$ cat src/rtl/upload_arbiter.sv
// upload_arbiter: round-robin N-channel upload arbiter that buffers one packet and emits it as a framed byte stream
// Ports:
//   clk, rst_n          single clock, asynchronous active-low reset
//   upload_req          per-channel request, held high for the length of a packet
//   upload_data         per-channel data byte, channel i in bits [8i+7:8i]
//   upload_source       per-channel source ID byte, same packing
//   upload_valid        per-channel byte strobe
//   upload_ready        per-channel accept, only the granted channel while collecting
//   usb_upload_data     framed output byte: HDR0 HDR1 SRC LENH LENL payload CSUM
//   usb_upload_valid    output byte valid
//   usb_upload_ready    sink accept
//   busy                high whenever the arbiter is not idle
//   grant_ch            current or last granted channel
module upload_arbiter #(
  parameter int NUM_CH = 4,
  parameter int MAX_PKT = 256,
  parameter logic [7:0] HDR0 = 8'hAA,
  parameter logic [7:0] HDR1 = 8'h44,
  localparam int CW = NUM_CH > 1 ? $clog2(NUM_CH) : 1
) (
  input  logic                clk,
  input  logic                rst_n,
  input  logic [NUM_CH-1:0]   upload_req,
  input  logic [NUM_CH*8-1:0] upload_data,
  input  logic [NUM_CH*8-1:0] upload_source,
  input  logic [NUM_CH-1:0]   upload_valid,
  output logic [NUM_CH-1:0]   upload_ready,
  output logic [7:0]          usb_upload_data,
  output logic                usb_upload_valid,
  input  logic                usb_upload_ready,
  output logic                busy,
  output logic [CW-1:0]       grant_ch
);
  localparam int AW = $clog2(MAX_PKT);
  localparam int CNTW = AW + 1;
  localparam logic [CNTW-1:0] FULL = CNTW'(MAX_PKT);
  typedef enum logic [3:0] {IDLE, COLLECT, H0, H1, SRC, LENH, LENL, DATA, CSUM} state_t;
  state_t state;
  logic [CW-1:0] ptr, pick, nxt_ptr;
  logic found, can_take, take, acc;
  logic [CNTW-1:0] count, cnt_nx, rd_addr;
  logic [7:0] src, csum, g_data, ram_q;
  logic [15:0] len;
  logic [7:0] mem [MAX_PKT];
  // first requesting channel at or after ptr; scanning downward lets the nearest one win
  always_comb begin
    found = 1'b0;
    pick = ptr;
    for (int i = NUM_CH - 1; i >= 0; i--)
      if (upload_req[(int'(ptr) + i) % NUM_CH]) begin
        found = 1'b1;
        pick = CW'((int'(ptr) + i) % NUM_CH);
      end
  end
  assign nxt_ptr = grant_ch == CW'(NUM_CH - 1) ? '0 : grant_ch + 1'b1;
  assign can_take = state == COLLECT && count < FULL;
  assign upload_ready = can_take ? NUM_CH'(1) << grant_ch : '0;
  assign g_data = upload_data[grant_ch*8 +: 8];
  assign take = can_take && upload_valid[grant_ch];
  assign cnt_nx = count + CNTW'(take);
  assign usb_upload_valid = !(state inside {IDLE, COLLECT});
  assign busy = state != IDLE;
  assign acc = usb_upload_valid && usb_upload_ready;
  assign len = 16'(count);
  // read address is a register, so the byte after the one on the output is always ready
  assign ram_q = mem[rd_addr[AW-1:0]];
  always_ff @(posedge clk)
    if (take) mem[count[AW-1:0]] <= g_data;
  always_ff @(posedge clk or negedge rst_n)
    if (!rst_n) begin
      state <= IDLE;
      ptr <= '0;
      grant_ch <= '0;
      src <= '0;
      count <= '0;
      csum <= '0;
      rd_addr <= '0;
      usb_upload_data <= '0;
    end else begin
      case (state)
        IDLE: if (found) begin
          grant_ch <= pick;
          src <= upload_source[pick*8 +: 8];
          csum <= upload_source[pick*8 +: 8];
          count <= '0;
          state <= COLLECT;
        end
        COLLECT: begin
          count <= cnt_nx;
          if (take) csum <= csum + g_data;
          // a byte taken in the cycle req falls is still counted via cnt_nx
          if (!upload_req[grant_ch] || count == FULL) begin
            rd_addr <= '0;
            if (cnt_nx == '0) begin
              state <= IDLE;
              ptr <= nxt_ptr;
            end else begin
              state <= H0;
              usb_upload_data <= HDR0;
            end
          end
        end
        H0: if (acc) begin
          state <= H1;
          usb_upload_data <= HDR1;
        end
        H1: if (acc) begin
          state <= SRC;
          usb_upload_data <= src;
        end
        SRC: if (acc) begin
          state <= LENH;
          usb_upload_data <= len[15:8];
        end
        LENH: if (acc) begin
          state <= LENL;
          usb_upload_data <= len[7:0];
        end
        LENL: if (acc) begin
          state <= DATA;
          usb_upload_data <= ram_q;
          rd_addr <= rd_addr + 1'b1;
        end
        DATA: if (acc) begin
          state <= rd_addr == count ? CSUM : DATA;
          usb_upload_data <= rd_addr == count ? csum + len[15:8] + len[7:0] : ram_q;
          rd_addr <= rd_addr == count ? rd_addr : rd_addr + 1'b1;
        end
        CSUM: if (acc) begin
          state <= IDLE;
          ptr <= nxt_ptr;
          usb_upload_data <= '0;
        end
        default: state <= IDLE;
      endcase
    end
endmodule

$ cat config.mk
export PLATFORM = sky130hd
export DESIGN_NAME = upload_arbiter
export DESIGN_NICKNAME = d
export VERILOG_FILES = /design/src/rtl/upload_arbiter.sv
export SDC_FILE = /design/constraint.sdc
export NUM_CORES = 2
export LEC_CHECK = 0
export BUFFER_PORTS_ARGS = -buffer_cell sky130_fd_sc_hd__buf_2
export CORE_MARGIN = 2
export CORE_UTILIZATION = 35
export CTS_CLUSTER_DIAMETER = 200
export DETAILED_ROUTE_END_ITERATION = 7
export PLACE_DENSITY = 0.54
export SLEW_MARGIN = 40
export SYNTH_ARGS = -nofsm -noshare
export SYNTH_HDL_FRONTEND = slang
export SYNTH_SLANG_ARGS = --single-unit
$ cat constraint.sdc
create_clock -name clk -period 5.8 [get_ports clk]
set_input_delay 0.58 -clock clk [delete_from_list [all_inputs] [get_ports clk]]
set_output_delay 0.58 -clock clk [all_outputs]
set_load 0.03 [all_outputs]
## Yosys cells after proc, flatten, opt, wreduce, memory -nomap -nowiden

Memory sizes are Yosys's and may differ from the RTL's.
Cells that the tools add are included.

- Add/subtract/negate cells: 9
- $mul: 0
- Divide/modulo/power cells: 0
- Order comparisons: 6
- Eq/ne operators: 24
- Shift operators: 3
- Muxes and demuxes: 64
- Bitwise logic cells: 3
- Reduce and logical (&&, ||, !) cells: 23

Operator list:

| operator | count |
|---|---|
| $mux W8 | 12 |
| $pmux W8 S8 | 1 |
| $shiftx A32 B6 Y8 | 2 |
| $mux W9 | 5 |
| $mux W4 | 11 |
| $pmux W4 S9 | 1 |
| $pmux W9 S3 | 1 |
| $ne A2 B2 Y1 const B | 11 |
| $mux W2 | 9 |
| $pmux W9 S2 | 1 |
| $add A8 B8 Y8 | 2 |
| $eq A4 B3 Y1 const B | 4 |
| $pmux W8 S2 | 1 |
| $mux W1 | 15 |
| $bmux W1 S2 | 6 |
| $lt A3 B4 Y1 const B | 3 |
| $reduce_and A10 Y1 | 1 |
| $add A9 B1 Y9 | 1 |
| $add A9 B1 Y9 const B | 1 |
| $eq A9 B9 Y1 | 1 |
| $eq A9 B9 Y1 const B | 1 |
| $logic_not A9 Y1 | 1 |
| $lt A9 B9 Y1 const B | 1 |
| $reduce_and A9 Y1 | 1 |
| other kinds (25) | 39 |

- Flip-flop bits (word level): 50
- Bits in latches: 0
- Bits in writable memories: 2,048
- Memory bits (read-only): 0
- Input bits: 75
- Output and inout port bits: 16
- Logic and storage cells: 141
- Memories kept: 1

Memories:

| memory | words | bits a word | read ports | clocked after memory_dff | wr ports | RTL line | text |
|---|---|---|---|---|---|---|---|
| mem | 256 | 8 | 1 | 0 | 1 | 44 | `logic [7:0] mem [MAX_PKT];` |

## Logic depth before layout (Yosys ltp)

- Word-level depth: 13
- Mapped depth: 16
- Mapped depth without buffers: 14

## Worst setup path after synthesis

OpenSTA, ideal clock, no wires.

- Kind: register to register
- From: reg grant_ch[0]
- To: reg csum[7]
- Library setup time: 0.136 ns
- Data arrival time: 4.800 ns
- Data required time: 5.664 ns
- Setup slack: 0.863 ns
- Stages on the path, launching flop included: 12
- Path buffers: 1
- Clock period less this slack: 4.937 ns
- Cell sequence: dfrtp_1 -> buf_1 -> mux4_2 -> ha_1 -> a21o_1 -> a21oi_1 -> o21bai_1 -> a21oi_1 -> o21ai_0 -> xnor2_1 -> nand3_1 -> o211ai_1

- Elaborated cells between the ends (all ways): 9
- Classes of those cells: 1 x add/sub; 1 x eq/ne; 1 x shift; 4 x mux; 2 x reduce/logical

RTL lines:

| element | RTL line | text |
|---|---|---|
| start, declared | 32 | `output logic [CW-1:0] grant_ch` |
| start signal, assigned | 82 | `grant_ch <= pick;` |
| $shiftx A32 B6 Y8 | 58 | `assign g_data = upload_data[grant_ch*8 +: 8];` |
| via g_data[1] | 42 | `logic [7:0] src, csum, g_data, ram_q;` |
| $add A8 B8 Y8 | 90 | `if (take) csum <= csum + g_data;` |
| $mux W8 | 90 |  |
| $pmux W8 S2 | 80 | `case (state)` |
| end signal, assigned | 84 | `csum <= upload_source[pick*8 +: 8];` |
| end signal, assigned | 90 |  |
| end, declared | 42 |  |

The timed path passes the listed nets, and every way through them passes these cells. The select of a mux whose other input is x is not followed.
A chain may end at the register's enable or synchronous reset.

## Worst setup path after layout

- From: reg state[3]
- To: mem mem[104][5], enable pin

- Cells in the longest elaborated chain, start to end: 5

Ends and longest elaborated chain:

| element | RTL line | text |
|---|---|---|
| start, declared | 38 | `state_t state;` |
| start signal, assigned | 125 | `state <= rd_addr == count ? CSUM : DATA;` |
| $eq A4 B1 Y1 | 56 | `assign can_take = state == COLLECT && count < FULL;` |
| $logic_and A1 B1 Y1 | 56 |  |
| $logic_and A1 B1 Y1 | 59 | `assign take = can_take && upload_valid[grant_ch];` |
| $mux W1 | 68 | `if (take) mem[count[AW-1:0]] <= g_data;` |
| $mux W1 (not written as such) | 68 |  |
| end, declared | 44 |  |

No other way between the ends.

==> metrics.txt <==
status=finished, final reports clean; worst slew pin tran=roughly 910 ps; Synth Cell Area=84100 sq um; PwrDens=498 nW/um^2; Max rail drop VDD=around 0.36 mV; Worst Path Required=6290 ps; area of the multi-input gates=20200 sq um; number of CTS-inserted buffers=210; Worst-Skew Late Latency=approximately 890 ps; total wire length=249 mm; # Max-Cap Violations=0; GR Util All Layers=0.202; Final GP Congestion=0.852; cells along the critical path=nor2_1 > nand3b_1 > buf_4 > nor2_1 > and2_1 > nor3b_1 > nand2_1 > buf_4 > nor2_1; Hold Buf Count CTS=1; H-tree depth=4; Buffers on Ports=90; Mapped Cells=4369; worst-path fanout max=23; DR WL/cell=31.5 um; fin crit share=0.802; Setup TNS=0 ps; Num Clock Sinks=around 2100; Register Area=62800 sq um; Final Hold Vio Count=0; clock tree buffer depth=3; commonest non-fill, non-tap cell in the layout=edfxtp_1; final setup vio count=0; Worst R2R Path Depth=9; core footprint=between 200000 and 250000 sq um; P_leak=0.0304 uW; dpl hpwl=153 mm; slowest CP cell=nand2_1; largest net degree at the start of global routing=141; FP Rows=179; Endpoint, Worst Hold=grant_ch[1]$_DFFE_PN0P_; hold crit path type=input port to flop; post-synthesis net count=~4500; critical path class=flop to flop; relative slew slack=0.390; R2R setup slack=1150 ps; GR Overflow Total=0; Psw=16100 uW; Placed Cells=7513; family with the most delay on the worst path=simple AND/OR/NAND/NOR gates; CTS resizes=0; sequential-to-total area share from yosys stat=0.746; Worst Clk Skew=49.3 ps; Die ar.=244000 sq um; hold depth=4; Worst R2R End=mem[104][5]$_DFFE_PP_; mean area per synthesized cell=19.2 sq um; WP buf/inv=2; 1st-iter DRT viols=~5500; ys async rst share=0.0238; share of cells above drive strength 1=0.242; Crit. End Element=flop; Ports=91; library cells used by synthesis=73; via count=44674; Slew Limit Fails=0; Comb pwr share=0.309; vias in the first global route=44369; Yosys reg bits=around 2100; postcts setup bufs=0; Worst setup SP type=flop; Pre-antenna DRT Iters=8; Residual DRC=0; slowest stage delay, CP=650 ps; main flop type after synthesis=edfxtp_1; yosys warns=0; CP most frequent cell=nor2_1; antenna-violating nets left=0; power share of the clock group=0.284; RSZ-0062 raised after global routing=false; first-pass GRT wire length=351 mm; FF-to-FF Start=state[3]$_DFFE_PN0P_; fillers=21328; Die Width=roughly 490 um; Starting Density=0.353; Pint=31700 uW; Non-Filler Instances=7917; Worst EP arrival=5140 ps; Area Growth Syn to Fin=14.1%; EDFF count, synth=2048; CTS root buf=clkbuf_16; Sw Ratio=0.338; CTS tree=yes; # nets final=between 4000 and 5000; Period minus WS final=4650 ps; Seq pwr share=0.406; most frequent cells in the layout=edfxtp_1 (2048), mux4_2 (378), mux2i_1 (321); die height=approximately 500 um; vias per std cell=5.64; initial antenna violation count=11; Max Clk Rate=215 MHz; hold path startpoint=upload_req[1]; Worst-path clk slew=60 ps
## worst min-delay path: cells and delay by family
kind / cells / cell delay [ps]
and+or+nand+nor: 1 / 70
buffers and inverters: 1 / 160
AOI/OAI and AO/OA: 2 / 190
## through the flow
| stage | util | power [uW] | hold WS [ps] | setup slack, ps | instance area [sq um] |
|---|---|---|---|---|---|
| 6_report | 0.403 | 47800 | 204 | 1150 | 95900 |
| 5_1_grt | 0.403 | 49300 | 166 | 787 | 95900 |
| 4_1_cts | 0.402 | 48000 | 130 | 1190 | 95700 |
| 3_5_place_dp | 0.373 | 34500 | 544 | 1250 | 88800 |
| 3_3_place_gp | 0.371 | 34200 | 534 | 1290 | 88400 |
| 2_1_floorplan | - | 28700 | 284 | 863 | 84100 |
## state kept, by name (all words and copies together), names as in the netlist
signal and cells:
mem 2048, csum 8, grant_ch 2, rd_addr 9
state 4, count 9, usb_upload_data 8, src 8
ptr 2
## layout make-up
cell class | count | share of cell area
clock inverter | 139 | 0.0144
clock buffer | 258 | 0.0570
inverter | 25 | 0.00106
antenna | 3 | 0.0000782
timing repair buffer | 251 | 0.0218
tap | 3167 | 0.0413
sequential | 2098 | 0.654
multi-input combinational | 1976 | 0.210
## synth_stat cells (7+ instances only)
library cell,count,area (sq um)
a211oi_1,9,67.6
a21o_1,8,60.1
a21oi_1,100,500
a221oi_1,30,263
a22oi_1,53,398
a31oi_1,22,138
a32oi_1,7,61.3
and2_1,16,100
and3_1,12,75.1
buf_1,11,41.3
buf_2,58,290
buf_4,46,345
buf_6,33,372
clkbuf_1,110,413
dfrtp_1,50,1250
edfxtp_1,2048,61500
ha_1,20,250
inv_1,20,75.1
mux2_2,21,236
mux2i_1,321,3210
mux4_1,16,420
mux4_2,386,8690
nand2_1,140,526
nand2b_1,10,62.6
nand3_1,49,245
nand4_1,14,87.6
nor2_1,323,1210
nor2b_1,26,163
nor3_1,37,185
nor4_1,11,68.8
o211ai_1,13,97.6
o21ai_0,75,375
o221ai_1,83,727
o22ai_1,51,319
o311ai_0,8,70.1
o31ai_1,14,105
xnor2_1,22,193
## kinds of logic after synthesis
logic type                 synth area share
buffers and inverters                0.0202
and+or+nand+nor                      0.0340
xor gates and xnor gates            0.00281
muxes                                 0.149
adders and majority gates           0.00369
DFF                                   0.746
AOI/OAI and AO/OA                    0.0435
## power by group through the flow
stage / clock network, uW / registers (uW) / logic, uW
3_5_place_dp: 0 / 19700 / 14800
6_report: 13600 / 19400 / 14800
2_1_floorplan: 0 / 19600 / 9060
4_1_cts: 13800 / 19400 / 14800
5_1_grt: 14400 / 19400 / 15500
3_3_place_gp: 0 / 19800 / 14500
## layer usage
layer  up-vias  track usage  part of all wire  routed length (um)
li1      18384            -                 -                   -
met1     24037        0.288              0.43              107000
met2      1878        0.319              0.47              117000
met3       369       0.0328             0.073               18200
met4         6       0.0599             0.027                6780
met5         -            0           0.00018                  46
## how the worst max path moves through the flow
stage / end / slack (ps) / cells after the start / from
detailed placement: mem[184][2]$_DFFE_PP_ / 1250 / 9 / state[3]$_DFFE_PN0P_
finish: mem[104][5]$_DFFE_PP_ / 1150 / 9 / state[3]$_DFFE_PN0P_
global placement: usb_upload_data[7]$_DFFE_PN0P_ / 1290 / 10 / rd_addr[0]$_DFFE_PN0P_
CTS: mem[184][6]$_DFFE_PP_ / 1190 / 9 / state[3]$_DFFE_PN0P_
floorplan: csum[7]$_DFFE_PN0P_ / 860 / 11 / grant_ch[0]$_DFFE_PN0P_
global route: mem[104][3]$_DFFE_PP_ / 790 / 9 / state[3]$_DFFE_PN0P_
Note: power is estimated with default switching activity, not from simulation.
